==> config.mk <==
export PLATFORM = sky130hd
export DESIGN_NAME = e1_clk_tune_loop
export DESIGN_NICKNAME = d
export VERILOG_FILES = /design/src/rtl/e1_tune_pkg.sv /design/src/rtl/e1_tune_pi.sv /design/src/rtl/e1_clk_tune_loop.sv
export SDC_FILE = /design/constraint.sdc
export NUM_CORES = 1
export LEC_CHECK = 0
export CAP_MARGIN = 10
export CORE_UTILIZATION = 49
export DETAILED_ROUTE_END_ITERATION = 12
export MAX_ROUTING_LAYER = met4
export PLACE_DENSITY = 0.77
export SKIP_CTS_REPAIR_TIMING = 1
export SLEW_MARGIN = 25
export SYNTH_ARGS = -nofsm -noshare
export SYNTH_HDL_FRONTEND = slang
export SYNTH_SLANG_ARGS = --single-unit
==> constraint.sdc <==
create_clock -name clk -period 5 [get_ports clk]
set_clock_uncertainty 0.1 [all_clocks]
set_input_delay 1 -clock clk [delete_from_list [all_inputs] [get_ports clk]]
set_output_delay 1 -clock clk [all_outputs]
set_load 0.02 [all_outputs]
==> src/rtl/e1_tune_pkg.sv <==
// rtl/e1_tune_pkg.sv - shared state encoding and default widths for the E1 tune loop
package e1_tune_pkg;

    localparam logic [2:0] ST_IDLE  = 3'd0;
    localparam logic [2:0] ST_ARM   = 3'd1;
    localparam logic [2:0] ST_MEAS  = 3'd2;
    localparam logic [2:0] ST_CALC  = 3'd3;
    localparam logic [2:0] ST_APPLY = 3'd4;

    localparam int E1_WIN_LOG = 3;
    localparam int E1_CW      = 16;
    localparam int E1_OW      = 12;
    localparam int E1_IW      = 24;

endpackage

==> src/rtl/e1_tune_pi.sv <==
// rtl/e1_tune_pi.sv - saturating PI filter: error/integrator registers and clamped tune sum
module e1_tune_pi
    import e1_tune_pkg::*;
#(
    parameter int CW = E1_CW,
    parameter int OW = E1_OW,
    parameter int IW = E1_IW
) (
    input  logic                 clk,
    input  logic                 rst_n,
    input  logic                 clr,
    input  logic                 calc,
    input  logic [CW-1:0]        target,
    input  logic [CW-1:0]        cnt_snap,
    input  logic [OW-1:0]        init,
    input  logic [3:0]           kp_sh,
    input  logic [3:0]           ki_sh,
    output logic signed [CW:0]   err,
    output logic [OW-1:0]        sum,
    output logic                 sum_clamp
);

    localparam logic signed [IW-1:0] INT_MAX = {1'b0, {(IW-1){1'b1}}};
    localparam logic signed [IW-1:0] INT_MIN = {1'b1, {(IW-1){1'b0}}};

    logic signed [IW-1:0] integ;
    logic signed [IW-1:0] integ_nx;
    logic signed [CW:0]   err_c;
    logic signed [IW:0]   isum;
    logic signed [CW:0]   err_sh;
    logic signed [IW-1:0] int_sh;
    logic signed [IW+1:0] total;

    assign err_c = $signed({1'b0, target}) - $signed({1'b0, cnt_snap});
    assign isum  = $signed({{(IW-CW){err_c[CW]}}, err_c}) + $signed({integ[IW-1], integ});

    // One guard bit: a disagreement between the top two bits means the add overflowed.
    assign integ_nx = (isum[IW] != isum[IW-1]) ? (isum[IW] ? INT_MIN : INT_MAX)
                                               : isum[IW-1:0];

    always_ff @(posedge clk or negedge rst_n) begin
        if (!rst_n) begin
            integ <= '0;
            err   <= '0;
        end else if (clr) begin
            integ <= '0;
        end else if (calc) begin
            err   <= err_c;
            integ <= integ_nx;
        end
    end

    assign err_sh = err >>> kp_sh;
    assign int_sh = integ >>> ki_sh;
    assign total  = $signed({{(IW+2-OW){1'b0}}, init})
                  + $signed({{(IW+1-CW){err_sh[CW]}}, err_sh})
                  + $signed({{2{int_sh[IW-1]}}, int_sh});

    always_comb begin
        sum       = total[OW-1:0];
        sum_clamp = 1'b0;
        if (total[IW+1]) begin
            sum       = '0;
            sum_clamp = 1'b1;
        end else if (|total[IW:OW]) begin
            sum       = '1;
            sum_clamp = 1'b1;
        end
    end

endmodule

==> src/rtl/e1_clk_tune_loop.sv <==
// rtl/e1_clk_tune_loop.sv - E1 oscillator frequency-lock loop: window counting, FSM and status
module e1_clk_tune_loop
    import e1_tune_pkg::*;
#(
    parameter int WIN_LOG = E1_WIN_LOG,
    parameter int CW      = E1_CW,
    parameter int OW      = E1_OW,
    parameter int IW      = E1_IW
) (
    input  logic                clk,
    input  logic                rst_n,
    input  logic                cfg_en,
    input  logic [CW-1:0]       cfg_target,
    input  logic [OW-1:0]       cfg_init,
    input  logic [3:0]          cfg_kp_sh,
    input  logic [3:0]          cfg_ki_sh,
    input  logic [7:0]          cfg_lock_thr,
    input  logic                tick_e1,
    input  logic                tick_usb_sof,
    output logic [OW-1:0]       out_val,
    output logic                out_stb,
    output logic signed [CW:0]  stat_err,
    output logic                stat_lock,
    output logic                stat_sat
);

    localparam logic [CW-1:0] CNT_MAX = {CW{1'b1}};

    logic [1:0]          rst_sync;
    logic                rst_i_n;
    logic [2:0]          state;
    logic [CW-1:0]       tick_cnt;
    logic [CW-1:0]       cnt_snap;
    logic [WIN_LOG-1:0]  sof_cnt;
    logic                pend;
    logic                init_sel;
    logic                en_d;
    logic [OW-1:0]       out_q;
    logic [1:0]          lock_cnt;
    logic                counting;
    logic                win_close;
    logic                pi_calc;
    logic                pi_clamp;
    logic                err_good;
    logic signed [CW:0]  pi_err;
    logic [CW:0]         err_abs;
    logic [OW-1:0]       pi_sum;

    // Reset asserts immediately but is released only after two clean clk edges.
    always_ff @(posedge clk or negedge rst_n) begin
        if (!rst_n) rst_sync <= 2'b00;
        else        rst_sync <= {rst_sync[0], 1'b1};
    end
    assign rst_i_n = rst_sync[1];

    assign counting  = (state == ST_MEAS) || (state == ST_CALC) || (state == ST_APPLY);
    assign win_close = counting && tick_usb_sof && (sof_cnt == '1);
    assign pi_calc   = cfg_en && (state == ST_CALC);
    assign err_abs   = pi_err[CW] ? $unsigned(-pi_err) : $unsigned(pi_err);
    assign err_good  = err_abs <= {{(CW-7){1'b0}}, cfg_lock_thr};

    // Until the first update after enabling, the output follows cfg_init live.
    assign out_val = init_sel ? cfg_init : out_q;

    e1_tune_pi #(
        .CW (CW),
        .OW (OW),
        .IW (IW)
    ) u_pi (
        .clk       (clk),
        .rst_n     (rst_i_n),
        .clr       (!cfg_en),
        .calc      (pi_calc),
        .target    (cfg_target),
        .cnt_snap  (cnt_snap),
        .init      (cfg_init),
        .kp_sh     (cfg_kp_sh),
        .ki_sh     (cfg_ki_sh),
        .err       (pi_err),
        .sum       (pi_sum),
        .sum_clamp (pi_clamp)
    );

    always_ff @(posedge clk or negedge rst_i_n) begin
        if (!rst_i_n) begin
            state     <= ST_IDLE;
            tick_cnt  <= '0;
            cnt_snap  <= '0;
            sof_cnt   <= '0;
            pend      <= 1'b0;
            init_sel  <= 1'b1;
            en_d      <= 1'b0;
            out_q     <= '0;
            out_stb   <= 1'b0;
            stat_err  <= '0;
            lock_cnt  <= '0;
            stat_lock <= 1'b0;
            stat_sat  <= 1'b0;
        end else begin
            en_d    <= cfg_en;
            out_stb <= 1'b0;
            if (!cfg_en) begin
                state     <= ST_IDLE;
                lock_cnt  <= '0;
                stat_lock <= 1'b0;
                init_sel  <= 1'b1;
                pend      <= 1'b0;
            end else begin
                if (!en_d) stat_sat <= 1'b0;

                // Counting runs through CALC/APPLY so no tick is lost between windows.
                if (counting) begin
                    if (tick_usb_sof) sof_cnt <= sof_cnt + 1'b1;
                    if (win_close) begin
                        cnt_snap <= tick_cnt;
                        tick_cnt <= {{(CW-1){1'b0}}, tick_e1};
                    end else if (tick_e1) begin
                        if (tick_cnt == CNT_MAX) stat_sat <= 1'b1;
                        else                     tick_cnt <= tick_cnt + 1'b1;
                    end
                end

                case (state)
                    ST_IDLE: state <= ST_ARM;
                    ST_ARM: begin
                        if (tick_usb_sof) begin
                            tick_cnt <= '0;
                            sof_cnt  <= '0;
                            state    <= ST_MEAS;
                        end
                    end
                    ST_MEAS: begin
                        if (win_close) state <= ST_CALC;
                    end
                    ST_CALC: begin
                        state <= ST_APPLY;
                        if (win_close) pend <= 1'b1;
                    end
                    ST_APPLY: begin
                        out_q    <= pi_sum;
                        init_sel <= 1'b0;
                        out_stb  <= 1'b1;
                        stat_err <= pi_err;
                        if (pi_clamp) stat_sat <= 1'b1;
                        if (err_good) begin
                            if (lock_cnt == 2'd3) stat_lock <= 1'b1;
                            else                  lock_cnt  <= lock_cnt + 1'b1;
                        end else begin
                            lock_cnt  <= '0;
                            stat_lock <= 1'b0;
                        end
                        pend  <= 1'b0;
                        state <= (pend || win_close) ? ST_CALC : ST_MEAS;
                    end
                    default: state <= ST_IDLE;
                endcase
            end
        end
    end

endmodule

Yosys cells after proc, flatten, opt, wreduce, memory -nomap -nowiden
Cells that the tools add are included.
{"block": "word_totals", "latch_bits": 0, "ram_bits": 0, "mem_count": 0, "inputBits": 49, "reg_bits": 118, "wordCells": 105, "rom_bits": 0, "output_inout_bits": 32}
{"block": "classes", "reduce_logical": 15, "n_shift": 2, "add_sub_neg": 8, "multipliers": 0, "mux": 47, "div_mod_pow": 0, "bitwise": 0, "magnitude_cmp": 1, "n_eq_ne": 16}
{"op": "$mux 16", "n": 6}
{"op": "$mux 24", "n": 4}
{"op": "$mux 12", "n": 3}
{"op": "$add 17x24->25", "n": 1}
{"op": "$add 18x24->25", "n": 1}
{"op": "$sshr 24x4->24", "n": 1}
{"op": "$mux 3", "n": 7}
{"op": "$mux 1", "n": 20}
{"op": "$add 13x17->18", "n": 1}
{"op": "$le 17x8->1", "n": 1}
{"op": "$mux 17", "n": 1}
{"op": "$neg 17->17", "n": 1}
{"op": "$sshr 17x4->17", "n": 1}
{"op": "$sub 16x16->17", "n": 1}
{"op": "$add 16x1->16 const B", "n": 1}
{"op": "$eq 16x16->1 const B", "n": 1}
{"op": "$pmux 3 s5", "n": 1}
{"op": "$reduce_or 13->1", "n": 1}
{"op": "$ne 3x3->1 const B", "n": 4}
{"op": "$reduce_and 2->1", "n": 6}
{"op": "$mux 2", "n": 4}
{"op": "$eq 3x2->1 const B", "n": 2}
{"op": "$eq 3x3->1 const B", "n": 2}
{"op": "$ne 2x1->1 const B", "n": 2}
{"op": "12 further kinds", "n": 16}

Logic depth before layout (Yosys ltp)
Gate-level depths: netlist of run 1.
{"block": "depth", "ltp_word": 9, "mapped_depth": 24, "depth_no_buf": 23}

Modules after synthesis
A second synthesis of run 1 with hierarchy kept.
{"block": "hier_totals", "cells_unflattened": 1333, "area_unflattened_um2": 11214.5}
{"module": "e1_tune_pi", "area_per_inst_um2": 7133.1, "cells_per_inst": 939, "seq_area_each_um2": 1026.0, "n_inst": 1}
{"module": "e1_clk_tune_loop", "area_per_inst_um2": 4081.4, "cells_per_inst": 394, "seq_area_each_um2": 1928.1, "n_inst": 1}

Least setup slack after synthesis of run 1
OpenSTA, ideal clock, no wires.
{"block": "synth_timing", "kind": "input-to-reg", "start": "in cfg_ki_sh[1]", "end": "reg out_q[10]", "path_buffers": 3, "setup_time_ps": 121, "setup_slack_ps": -864, "t_arrival_ps": 5643, "cell_stages": 22, "t_required_ps": 4779, "path_cell_list": "clkbuf_1 > buf_1 > clkbuf_1 > a211oi_1 > a21oi_1 > nand2_1 > nand2_1 > nor2_1 > a31oi_1 > fa_1 > ha_1 > inv_1 > fa_1 > nand2b_1 > a21oi_1 > o211a_1 > o211a_1 > or3_1 > a2111oi_0 > o211ai_1 > or4_1 > a22o_1"}
{"block": "synth_between", "elab_chain_len": 5}
{"item": "start: declaration", "line_no": "e1_clk_tune_loop.sv:16", "source": "input logic [3:0] cfg_ki_sh,"}
{"item": "$sshr 24x4->24 *", "line_no": "e1_tune_pi.sv:54", "source": "assign int_sh = integ >>> ki_sh;"}
{"item": "$add 18x24->25 *", "line_no": "e1_tune_pi.sv:57", "source": "+ $signed({{2{int_sh[IW-1]}}, int_sh});"}
{"item": "$reduce_or 13->1", "line_no": "e1_tune_pi.sv:65", "source": "end else if (|total[IW:OW]) begin"}
{"item": "$mux 12", "line_no": "e1_tune_pi.sv:65"}
{"item": "$mux 12 *", "line_no": "e1_tune_pi.sv:62", "source": "if (total[IW+1]) begin"}
{"item": "end signal: assignment", "line_no": "e1_clk_tune_loop.sv:140", "source": "out_q <= pi_sum;"}
{"item": "end: declaration", "line_no": "e1_clk_tune_loop.sv:38", "source": "logic [OW-1:0] out_q;"}
Mark *: on every way between the ends. The rest lies on a longest branch, timed or not.
A chain may end at the register's enable or synchronous reset.

Worst setup path in the final report of run 1
{"block": "layout_timing", "start": "in cfg_kp_sh[1]", "end": "reg out_q[10]"}
{"block": "layout_between", "elab_chain_len": 6}
{"item": "start: declaration", "line_no": "e1_clk_tune_loop.sv:15", "source": "input logic [3:0] cfg_kp_sh,"}
{"item": "$sshr 17x4->17 *", "line_no": "e1_tune_pi.sv:53", "source": "assign err_sh = err >>> kp_sh;"}
{"item": "$add 13x17->18 *", "line_no": "e1_tune_pi.sv:56", "source": "+ $signed({{(IW+1-CW){err_sh[CW]}}, err_sh})"}
{"item": "$add 18x24->25 *", "line_no": "e1_tune_pi.sv:57"}
{"item": "$reduce_or 13->1", "line_no": "e1_tune_pi.sv:65"}
{"item": "$mux 12", "line_no": "e1_tune_pi.sv:65"}
{"item": "$mux 12 *", "line_no": "e1_tune_pi.sv:62"}
Marks and branches as above.

==> impl_metrics.tcl, run 1 <==
set metrics [dict create \
    grt_pass1_wl_um 55910 \
    clock.fmax_mhz 189.6 \
    syn-num-nets 1522 \
    die_y_um 152.8 \
    cap_violations 0 \
    crit_start "cfg_kp_sh[1]" \
    synth_common_cells "190 x nand2_1, 117 x dfrtp_1, 110 x a21oi_1" \
    cts_tree "built" \
    gr-total-overflow 0 \
    first_pass_iters 5 \
    grt_pass1_vias 11311 \
    nFillCells 1526 \
    syn_to_final_growth_pct 42.37 \
    synth_edf_count 0 \
    failed_checks "setup timing" \
    ff2ff_path_depth 15 \
    status "complete, but fails checks" \
    instances_no_fill 1974 \
    p_leak_nw 7.370 \
    antenna_found_initial 0 \
    synth_area_mm2 0.01115 \
    core_mm2 0.02209 \
    io_pins 81 \
    std_cell_rows 54 \
    cts_buffer_depth 2 \
    finalHoldViolCount 0 \
    drv_slew 0 \
    routed_wl_um 38950 \
    setup_slack_ps -274.4 \
    synthCells 1369 \
    synth.most_common_cell "nand2_1" \
    r2r_slack_ps 30 \
    nets 1834 \
    min_delay_path_depth 0 \
    grt_usage_pct 30.54 \
    async_flop_share_pct 100.0 \
    finalWeightedCongestion 1.013 \
    end_kind "flop" \
    max-slew-margin-rel_pct 42.36 \
    grt_setup_unrepaired "yes" \
    die_w_um 152.8 \
    min_from "rst_sync[0]$_DFF_PN0_" \
    syn_avg_cell_area_um2 8.144 \
    synth.distinct_cells 76 \
    peakVddDrop_mv 0.2872 \
    fin_crit_sh_pct 105.5 \
    yosys.area.top_type "dfrtp_1" \
    netlist.area_leader.share_pct 26.26 \
    dp_cells 1908 \
    path_max_fanout 7 \
    dieArea_mm2 0.02336 \
    ys_warn_count 0 \
    clkSinkCount 118 \
    yosys-top-cells-area "dfrtp_1 26%, ha_1 10%, nand2_1 6.4%" \
    period_needed_ps 5274 \
    hold_path_class "flop to flop" \
    vias 12145 \
    worstSkewPairLatency_ps 440 \
    min_to "rst_sync[1]$_DFF_PN0_" \
    cp.required_ps 5240 \
    h-tree-depth 4 \
    drt-wirelength-per-cell_um 19.73 \
    powerDensity_mw_per_mm2 329.4 \
    finalCoreUtilization_pct 71.85 \
    tightest_slew_ps 864.6 \
    cp_data_arrival_time_ps 5510 \
    ant_nets 0 \
    finalSetupViolations 35 \
    worstSetupPathType "primary input to flop" \
    port_buffers 80 \
    cts.clk_slew.worst_paths_ps 70 \
    n_antenna_cell 0 \
    cts_made_buffers 17 \
    grt_start_max_net_pins 68 \
    yosys_register_bits 118 \
    synth_ff_type "dfrtp_1" \
    drtIter0Drc 1158 \
    drive_gt1_share_pct 30.99 \
    cts_root_buf "clkbuf_16" \
    drc 0 \
    setup.worst_path.start_class "primary input" \
    timing.rr.end "out_q[10]$_DFFE_PN0P_" \
    vias_per_cell 6.152 \
    dp_hpwl_um 25830 \
    seq_area_frac_synth_pct 26.50 \
    start_util_pct 50.46 \
    r2r-start "u_pi.err[5]$_DFFE_PN0P_" \
]
where the power goes:
part / leakage, nW / switching [mW] / total, mW / internal (mW)
Combinational: 5.51 / 1.40 / 2.75 / 1.35
Sequential: 1.59 / 0.170 / 1.24 / 1.07
Clock: 0.280 / 0.541 / 1.24 / 0.698
Total: 7.37 / 2.11 / 5.23 / 3.12
critical path, cell delays in order:
cell	delay [ps]
buf_8	110
buf_12	140
mux2_4	300
nor2_1	120
a21oi_1	80
mux4_2	490
fa_1	580
ha_4	220
o211ai_1	300
a21oi_4	50
o211a_1	290
o211a_1	270
or3_4	340
a2111oi_4	290
o211ai_1	180
or4_1	520
a22o_1	210
worst max-delay path by stage:
stage,end,slack (ps),depth (start not counted)
after floorplan,out_q[10]$_DFFE_PN0P_,-250,18
after global placement,out_q[10]$_DFFE_PN0P_,-950,16
after detailed placement,out_q[0]$_DFFE_PN0P_,-1020,17
after CTS,out_q[10]$_DFFE_PN0P_,-580,22
after global routing,out_q[4]$_DFFE_PN0P_,-430,23
final,out_q[10]$_DFFE_PN0P_,-270,17
layout make-up:
class / instances / area (um^2) / share of cell area (%)
multi-input cells: 1095 / 8503 / 53.57
repair buffers: 359 / 3149 / 19.84
flip-flops and latches: 118 / 2958 / 18.63
clock buffers: 18 / 429.2 / 2.704
well taps: 280 / 350.3 / 2.207
inverters: 90 / 340.3 / 2.144
clock inverters: 14 / 143.9 / 0.9064
cells by family after synthesis:
group           share of synthesized area (%)
compound gates                          22.67
mux                                     10.31
other cells                           0.03363
simple gates                            17.64
flops                                   26.50
xor+xnor                                4.635
fa+ha+maj                               12.77
buf+inv                                 5.443
layer usage:
layer | track usage (%) | vias up | wire (um) | share of wire [%]
li1 | - | 5535 | - | -
met1 | 37.89 | 5858 | 15130 | 39
met2 | 51.92 | 567 | 19480 | 50
met3 | 4.593 | 185 | 2551 | 6.5
met4 | 7.937 | 0 | 1780 | 4.6
met5 | - | - | 0 | 0
placed cells by master, fill, tap and decap left out, drive strengths merged, types with 15 or more instances in the layout:
cell | Yosys | final
nand2 | 190 | 190
nor2 | 108 | 108
nand3 | 31 | 31
a21oi | 110 | 110
xor2 | 25 | 25
a22oi | 22 | 22
a211oi | 17 | 17
xnor2 | 34 | 34
nor2b | 17 | 17
nor3 | 25 | 25
fa | 15 | 15
mux2 | 48 | 48
inv | 86 | 93
mux2i | 38 | 38
clkbuf | 51 | 25
dfrtp | 117 | 117
o21ai | 101 | 101
a21o | 20 | 20
buf | 15 | 277
clkdlybuf4s50 | 0 | 71
o21a | 17 | 17
ha | 89 | 89
sequential cells by signal, indices dropped and copies added, names as in the netlist, named ones only:
name,cells
stat_lock,1
u_pi.integ,24
en_d,1
state,3
cnt_snap,16
lock_cnt,2
u_pi.err,17
out_stb,1
out_q,12
pend,1
rst_sync,2
tick_cnt,16
init_sel,1
stat_sat,1
stat_err,17
per-stage QoR:
step                      area (um^2)  worst slack (ps)  setup TNS [ps]  power, mW  hold slack (ps)
final                           15870            -274.4           -7229      5.229            256.2
after global routing            15870            -427.0          -11950      5.509            266.3
after CTS                       14710            -579.8          -18550      4.857            258.8
after detailed placement        14140             -1019          -34300      3.615            239.6
after global placement          14140            -952.9          -31400      3.557            239.0
after floorplan                 11430            -251.6          -968.9      2.690            231.2
No activity file was read; power rests on OpenSTA's default activity.
==> run 2, diff against run 1 <==
--- a/config.mk
+++ b/config.mk
@@ -5,11 +5,13 @@
 export SDC_FILE = /design/constraint.sdc
 export NUM_CORES = 1
 export LEC_CHECK = 0
+export ABC_AREA = 1
 export CAP_MARGIN = 10
 export CORE_UTILIZATION = 49
 export DETAILED_ROUTE_END_ITERATION = 12
+export GPL_TIMING_DRIVEN = 0
 export MAX_ROUTING_LAYER = met4
-export PLACE_DENSITY = 0.77
+export PLACE_DENSITY = 0.76
 export SKIP_CTS_REPAIR_TIMING = 1
 export SLEW_MARGIN = 25
 export SYNTH_ARGS = -nofsm -noshare
==> impl_metrics.tcl, run 2 <==
set metrics [dict create \
    synth-xor-area-share_pct 4.466 \
    syn-num-nets 1929 \
    grt_setup_unrepaired "yes" \
    synth_ff_type "dfrtp_1" \
    worstSkewPairLatency_ps 430 \
    finalCoreUtilization_pct 59.33 \
    seq_area_frac_synth_pct 25.53 \
    finalHoldViolCount 0 \
    cp_data_arrival_time_ps 5050 \
    std_cell_rows 55 \
    fin_crit_sh_pct 96.95 \
    drt-wirelength-per-cell_um 14.93 \
    cts_root_buf "clkbuf_16" \
    end_kind "flop" \
    antenna_found_initial 1 \
    top_usage_layer "met2" \
    max-slew-margin-rel_pct 57.57 \
    netlist.area_leader.share_pct 25.31 \
    drv_slew 0 \
    status "complete, no violations" \
    worstSetupPathType "primary input to flop" \
    largest_reg_flops 24 \
    p_leak_nw 7.036 \
    routed_wl_um 32960 \
    dp_cells 2169 \
    path_max_fanout 10 \
    synthCells 1776 \
    critical_path.top_delay_family "compound AO/OA/AOI/OAI gates" \
    grt_pass1_wl_um 53070 \
    h-tree-depth 4 \
    gr-usage-met3_pct 3.028 \
    core_mm2 0.02292 \
    synth.distinct_cells 54 \
    met1_usage_pct 36.94 \
    drive_gt1_share_pct 7.128 \
    clkSinkCount 118 \
    synth_edf_count 0 \
    dieArea_mm2 0.02423 \
    synth_common_cells "562 x nand2_1, 222 x inv_1, 181 x o21ai_0" \
    gr-total-overflow 0 \
    setup.worst_path.start_class "primary input" \
    finalSetupViolations 0 \
    layout_common_cells "561 x nand2_1, 221 x inv_1, 167 x o21ai_0" \
    grt_usage_pct 28.36 \
    syn_avg_cell_area_um2 6.515 \
    powerDensity_mw_per_mm2 660.6 \
    syn_to_final_growth_pct 17.51 \
    cts_made_buffers 17 \
    crit_start "cfg_target[0]" \
    cp.required_ps 5210 \
    synth_compound_area_share_pct 15.23 \
    synth_area_mm2 0.01157 \
    clock.fmax_mhz 206.3 \
    finalWeightedCongestion 0.9884 \
    cts.clk_slew.worst_paths_ps 60 \
    io_pins 81 \
    first_pass_iters 6 \
    drc 0 \
    grt_pass1_vias 11068 \
    die_w_um 155.7 \
    worst-path-buf-inv 6 \
    critPathMostFrequentCell "nand2_1" \
    vias_per_cell 5.374 \
    hold_path_class "flop to async pin" \
    cts_buffer_depth 2 \
    r2r-start "u_pi.err[16]$_DFFE_PN0P_" \
    grtUsageMet2_pct 45.72 \
    yosys-top-cells-area "dfrtp_1 25%, nand2_1 18%, ha_1 9.6%" \
    slowest_delay_ps 390 \
    peakVddDrop_mv 0.3196 \
    yosys_register_bits 118 \
    place_ws_ps -836.5 \
    grt_start_max_net_pins 48 \
    setup_slack_ps 152.7 \
    ant_nets 0 \
    yosys.area.top_type "dfrtp_1" \
    port_buffers 78 \
    synth.most_common_cell "nand2_1" \
    synth_top_family_by_area "simple AND/OR/NAND/NOR gates" \
    vias 11866 \
    reg.largest.list "u_pi.integ: 24 flops, stat_err: 17 flops, u_pi.err: 17 flops" \
    die_y_um 155.7 \
    ys_warn_count 0 \
    crit_slowest_cell "clkdlybuf4s50_1" \
    yosys.area_share.simple_pct 31.85 \
    synthMuxAreaShare_pct 1.136 \
    drtIter0Drc 770 \
    regMostFlops "u_pi.integ" \
    period_needed_ps 4847 \
    start_util_pct 50.49 \
    cap_violations 0 \
    dp_hpwl_um 26890 \
    tightest_slew_ps 636.4 \
    instances_no_fill 2208 \
    nets 2034 \
    synth_adder_area_share_pct 12.22 \
    layout_commonest_cell "nand2_1" \
    cts_tree "built" \
    async_flop_share_pct 100.0 \
]
[run 2: kinds of logic after synthesis]
kind of cell | count (synthesis)
adders and majority gates | 104
xor gates and xnor gates | 59
and+or+nand+nor | 874
buffers and inverters | 282
other | 1
AOI/OAI and AO/OA | 325
DFF | 118
muxes | 13
[run 2: layout make-up]
type	instances	area, um^2
fillers	2152	9320
diodes	1	2.502
plain buffers	51	280.3
multi-input cells	1376	7627
clock buffers	17	425.4
well taps	313	391.6
clock inverters	15	165.2
flip-flops and latches	118	2959
inverters	230	864.6
repair buffers	87	879.6
[run 2: path summary, 6_finish.rpt]
kind | to | slack (ps) | cells after the start
hold / removal | tick_cnt[15]$_DFFE_PN0P_ | 250 | 0
max in group asynchronous | init_sel$_DFFE_PN1N_ | 3610 | 2
setup reg to reg | stat_sat$_DFFE_PN0P_ | 550 | 21
hold reg to reg | tick_cnt[15]$_DFFE_PN0P_ | 250 | 0
setup / recovery | u_pi.integ[4]$_DFFE_PN0P_ | 150 | 26
min in group clk | rst_sync[1]$_DFF_PN0_ | 260 | 0
[run 2: metal layers]
metal | routed length, um | share of wire [%] | vias to the layer above
li1 | - | - | 6013
met1 | 14980 | 45 | 5430
met2 | 15370 | 47 | 362
met3 | 1778 | 5.4 | 61
met4 | 823 | 2.5 | 0
met5 | 0 | 0 | -
[run 2: per-stage QoR]
stage / setup TNS (ps) / total power [mW] / hold slack, ps / instance area (um^2)
finish: 0 / 8.981 / 255.0 / 13600
global route: -255.3 / 9.805 / 266.3 / 13600
CTS: -6764 / 8.769 / 256.5 / 13380
detailed placement: -21970 / 7.490 / 241.0 / 12790
global placement: -29700 / 7.394 / 239.1 / 12740
floorplan: 0 / 5.943 / 231.2 / 11570
[run 2: power by group]
group	total, mW	internal (mW)	leakage [nW]	switching, mW
combinational	6.12	2.21	5.28	3.91
clock	1.24	0.744	0.283	0.493
sequential	1.62	1.31	1.47	0.315
